==> src/rtl/trace_dump.sv <==
// Read-side partner of the capture engine: replays a finished circular trace in
// chronological order, one byte per UART frame, then clears the capture-done flag.
module trace_dump #(
  parameter int DEPTH  = 512,
  parameter int ADDR_W = 9,
  parameter int DATA_W = 8
) (
  input  logic              clk,
  input  logic              rst_n,
  input  logic              dump_start,
  input  logic              dump_abort,
  input  logic              capture_done,
  input  logic [ADDR_W-1:0] trace_end,
  output logic [ADDR_W-1:0] ram_addr,
  output logic              ram_en,
  input  logic [DATA_W-1:0] ram_rdata,
  output logic [DATA_W-1:0] tx_data,
  output logic              trmt,
  input  logic              tx_done,
  output logic              busy,
  output logic              dump_done,
  output logic              clr_capture_done,
  output logic [2:0]        state_dbg
);

  // Handshake to the UART: trmt is a one-cycle start strobe with tx_data held
  // stable until the next LATCH; tx_done is a one-cycle completion strobe that
  // only counts in WAIT_TX once trmt has dropped.
  typedef enum logic [2:0] {
    IDLE    = 3'd0,
    RD      = 3'd1,
    LATCH   = 3'd2,
    WAIT_TX = 3'd3,
    DONE    = 3'd4
  } state_t;

  localparam logic [ADDR_W:0] LAST_CNT = (ADDR_W+1)'(DEPTH - 1);

  state_t          state;
  logic [ADDR_W:0] sent_cnt;
  logic            tx_done_ok;
  logic            last_byte;

  // A tx_done coinciding with our own trmt belongs to an earlier byte.
  assign tx_done_ok = tx_done && !trmt;
  assign last_byte  = (sent_cnt == LAST_CNT);

  assign ram_en    = (state == RD);
  assign busy      = (state != IDLE);
  assign state_dbg = state;

  always_ff @(posedge clk or negedge rst_n) begin
    if (!rst_n) begin
      state            <= IDLE;
      ram_addr         <= '0;
      tx_data          <= '0;
      sent_cnt         <= '0;
      trmt             <= 1'b0;
      dump_done        <= 1'b0;
      clr_capture_done <= 1'b0;
    end else begin
      trmt             <= 1'b0;
      dump_done        <= 1'b0;
      clr_capture_done <= 1'b0;
      if (dump_abort && state != IDLE) begin
        // Abort leaves tx_data/ram_addr untouched and never signals completion.
        state <= IDLE;
      end else begin
        case (state)
          IDLE: begin
            if (dump_start && capture_done) begin
              // Oldest sample sits just past the final write address.
              ram_addr <= trace_end + ADDR_W'(1);
              sent_cnt <= '0;
              state    <= RD;
            end
          end
          RD: begin
            state <= LATCH;
          end
          LATCH: begin
            tx_data <= ram_rdata;
            trmt    <= 1'b1;
            state   <= WAIT_TX;
          end
          WAIT_TX: begin
            if (tx_done_ok) begin
              sent_cnt <= sent_cnt + (ADDR_W+1)'(1);
              ram_addr <= ram_addr + ADDR_W'(1);
              if (last_byte) begin
                dump_done        <= 1'b1;
                clr_capture_done <= 1'b1;
                state            <= DONE;
              end else begin
                state <= RD;
              end
            end
          end
          DONE: begin
            state <= IDLE;
          end
          default: begin
            state <= IDLE;
          end
        endcase
      end
    end
  end

endmodule

==> config.mk <==
export PLATFORM = sky130hd
export DESIGN_NAME = trace_dump
export DESIGN_NICKNAME = d
export VERILOG_FILES = /design/src/rtl/trace_dump.sv
export SDC_FILE = /design/constraint.sdc
export NUM_CORES = 1
export LEC_CHECK = 0
export CAP_MARGIN = 20
export CORE_MARGIN = 1
export CORE_UTILIZATION = 35
export CTS_CLUSTER_DIAMETER = 50
export DETAILED_ROUTE_END_ITERATION = 10
export GPL_TIMING_DRIVEN = 0
export SKIP_LAST_GASP = 1
export SYNTH_ARGS = -nofsm -noshare
export SYNTH_HDL_FRONTEND = slang
export SYNTH_SLANG_ARGS = --single-unit
==> constraint.sdc <==
create_clock -name clk -period 2.53 [get_ports clk]
set_input_delay 0.3795 -clock clk [delete_from_list [all_inputs] [get_ports clk]]
set_output_delay 0.3795 -clock clk [all_outputs]
set_load 0.01 [all_outputs]
==> impl_metrics.json <==
{
  "status": "completed",
  "viasPerCell": 5.14,
  "dominantRegCellSynth": "dfrtp_1",
  "vias": 1681,
  "synth.ff_latch_count": 32,
  "start_kind": "register",
  "pre_cts_slack_ns": 0.0900,
  "fin_worst_skew_ns": 0.00457,
  "cp.arrival_ns": 2.44,
  "dieArea_um2": 5440,
  "die-width_um": 73.8,
  "setup_violations": 0,
  "cp-end-kind": "register",
  "swShare_pct": 31.1,
  "cpPeakStageDelay_ns": 0.48,
  "tightest_slew_ns": 0.745,
  "numCtsBuffers": 5,
  "cp_cell_sequence": "and3b_1 > buf_6 > buf_6 > nand2_1 > nand2_1 > ha_1 > inv_1 > nor2_1 > a31oi_1 > a311oi_1",
  "syn_inst": 203,
  "die_h_um": 73.8,
  "syn_nets": 228,
  "drc": 0,
  "drtAntennaViolNets": 0,
  "period_share_pct": 89.7,
  "synth-seq-area-share_pct": 44.4,
  "cp.required_ns": 2.70,
  "crit_start": "state_dbg[2]",
  "wl_per_cell_um": 13.3,
  "slew_headroom_pct": 50.3,
  "port_buffers": 47,
  "antenna_found_initial": 0,
  "cp_slowest_cell": "dfrtp_1",
  "clk_path_buf_depth": 2,
  "pwr-share-comb_pct": 35.6,
  "worst-r2r-cell-count": 10,
  "cts_tree": "yes",
  "first_iter_violations": 98,
  "fin_setup_tns_ns": 0,
  "htree_levels": 2,
  "synthesis.area_um2": 1800,
  "nNetsFinal": 284,
  "synth_area_per_cell_um2": 8.88,
  "ys_types": 44,
  "worst_slack_ns": 0.261,
  "power_density_nw_per_um2": 708,
  "initial_core_util_pct": 37.2,
  "fmax_mhz": 441,
  "synth_enable_flop_cells": 0,
  "wl_mm": 4.36,
  "async_flop_share_pct": 100,
  "critPathCapture": "ram_addr[8]",
  "hpwlAfterDp_mm": 3.16,
  "first_pass_iters": 4,
  "path_class": "register to register",
  "grt_max_degree": 33,
  "root_buffer": "clkbuf_8",
  "slew_viol_final": 0,
  "rrSetupSlack_ns": 0.26,
  "core_um2": 4850,
  "rsz0062_at_grt": "no",
  "r2r-end": "ram_addr[8]",
  "area.growth.synth_to_final_pct": 36.3,
  "max_cap_violations": 0,
  "p_sw_uw": 541,
  "power_uw": 1740,
  "clk_latency_ns": 0.28,
  "ios": 48,
  "ys.warnings.count": 0,
  "drive_above_1_share_pct": 13.1,
  "grt_pass1_vias": 1506,
  "n_antenna_cell": 0,
  "rows": 25,
  "final_hold_viol_count": 0,
  "clk_pin_slew_ns": 0.07,
  "p_seq_share_pct": 41.1,
  "p_int_uw": 1200,
  "leakagePower_uw": 0.000976,
  "gp_congestion": 0.781,
  "overflow": 0,
  "hp-class": "input port to asynchronous set/reset pin",
  "ir_drop_v": 0.000376,
  "grt_pass1_wl_mm": 7.07,
  "min_period_ns": 2.27,
  "grt_util_all_layers_pct": 17.3,
  "cts.sinks": 32,
  "crit_fanout": 10,
  "p_clk_share_pct": 23.4,
  "r2r-start": "state_dbg[2]"
}
## routing by layer
layer | up-vias | part of all wire [%] | track usage (%)
met2 | 61 | 46 | 27.8
met4 | 0 | 1.7 | 5.77
met3 | 10 | 6.6 | 5.49
li1 | 837 | - | -
met1 | 773 | 45 | 22.0
met5 | - | 0 | 0
## Yosys cell counts, drive strengths merged (2+ instances only)
| cell type | count | area share, % |
|---|---|---|
| nor2 | 22 | 6.0 |
| xnor2 | 2 | 0.97 |
| nor4 | 2 | 0.69 |
| ha | 2 | 1.4 |
| mux2 | 8 | 5.0 |
| a2111oi | 2 | 0.97 |
| nand4 | 2 | 0.69 |
| nand3b | 2 | 0.83 |
| buf | 8 | 3.7 |
| nand2 | 38 | 8.1 |
| and3b | 2 | 0.97 |
| a21oi | 11 | 3.1 |
| inv | 4 | 0.83 |
| nor3 | 9 | 2.8 |
| nand3 | 12 | 3.3 |
| o21ai | 23 | 6.6 |
| a31oi | 3 | 1.0 |
| dfrtp | 32 | 44 |
| a221oi | 2 | 0.97 |
| o22ai | 2 | 0.69 |
| nor3b | 2 | 1.1 |
## worst min path at each step
| stage | from | to | slack (ns) | depth (start not counted) |
|---|---|---|---|---|
| final | rst_n | ram_addr[1] | 0.16 | 1 |
| after global routing | rst_n | ram_addr[1] | 0.20 | 1 |
| after CTS | rst_n | ram_addr[1] | 0.19 | 1 |
| after detailed placement | rst_n | ram_addr[1] | 0.49 | 1 |
| after global placement | sent_cnt[9] | sent_cnt[9] | 0.48 | 1 |
| after floorplan | rst_n | clr_capture_done | 0.08 | 0 |
## sequential cells by signal (all words and copies together), names as in the netlist
signal            flops
clr_capture_done      1
ram_addr              9
sent_cnt             10
state_dbg             3
trmt                  1
tx_data               8
## power groups by stage
stage	combinational (µW)	sequential [µW]	clock, µW
global placement	618	724	0
finish	619	714	407
floorplan	235	766	0
CTS	622	717	425
detailed placement	619	727	0
global route	672	733	452
## logic make-up after synthesis
group / Yosys count / synth area share [%]
AND/OR/NAND/NOR: 98 / 27.8
AO/OA/AOI/OAI: 47 / 15.1
flip-flops: 32 / 44.4
buffers and inverters: 13 / 4.79
multiplexers: 8 / 5.00
XOR/XNOR: 3 / 1.46
adder cells (fa/ha/maj): 2 / 1.39
## stage by stage
| stage | hold WS (ns) | utilization [%] | instances | area (µm²) |
|---|---|---|---|---|
| 6_report | 0.160 | 50.7 | 327 | 2460 |
| 5_1_grt | 0.202 | 50.7 | 327 | 2460 |
| 4_1_cts | 0.186 | 50.4 | 325 | 2440 |
| 3_5_place_dp | 0.490 | 48.5 | 317 | 2350 |
| 3_3_place_gp | 0.480 | 48.6 | 317 | 2360 |
| 2_1_floorplan | 0.0839 | - | 203 | 1800 |
## worst max-delay path: cells and delay by family (launching register included)
| family | cells | cell delay, ns |
|---|---|---|
| AND/OR/NAND/NOR | 4 | 0.59 |
| flip-flops | 1 | 0.48 |
| AO/OA/AOI/OAI | 2 | 0.43 |
| buffers and inverters | 3 | 0.39 |
| adder cells (fa/ha/maj) | 1 | 0.26 |
## area by class of cell
cell class                 instances  area (µm²)
timing repair buffer              49         480
buffer                             9        71.3
fill                             463        2390
clock buffer                       8        90.1
inverter                           4        15.0
multi-input combinational        158         916
sequential                        32         801
tap                               67        83.8
## layout by cell type (no fill, tap or decap), types with 4 or more instances in the layout
master,Yosys,routed
dfrtp_1,32,32
nor3_1,8,8
clkbuf_8,0,6
nand3_1,12,12
nand2_1,37,37
nor2_1,19,19
buf_2,3,4
mux2_2,8,8
inv_1,4,4
clkdlybuf4s50_1,0,46
buf_6,4,4
o21ai_1,4,4
o21ai_0,18,18
a21oi_1,11,11
## timing repair
action,in CTS,in global routing
setup buffers,0,2
hold buffers,0,0
gates resized for setup,0,0
hold endpoints to repair,0,0
endpoints found under the setup margin,0,2
Note: power is estimated with default switching activity, not from simulation.
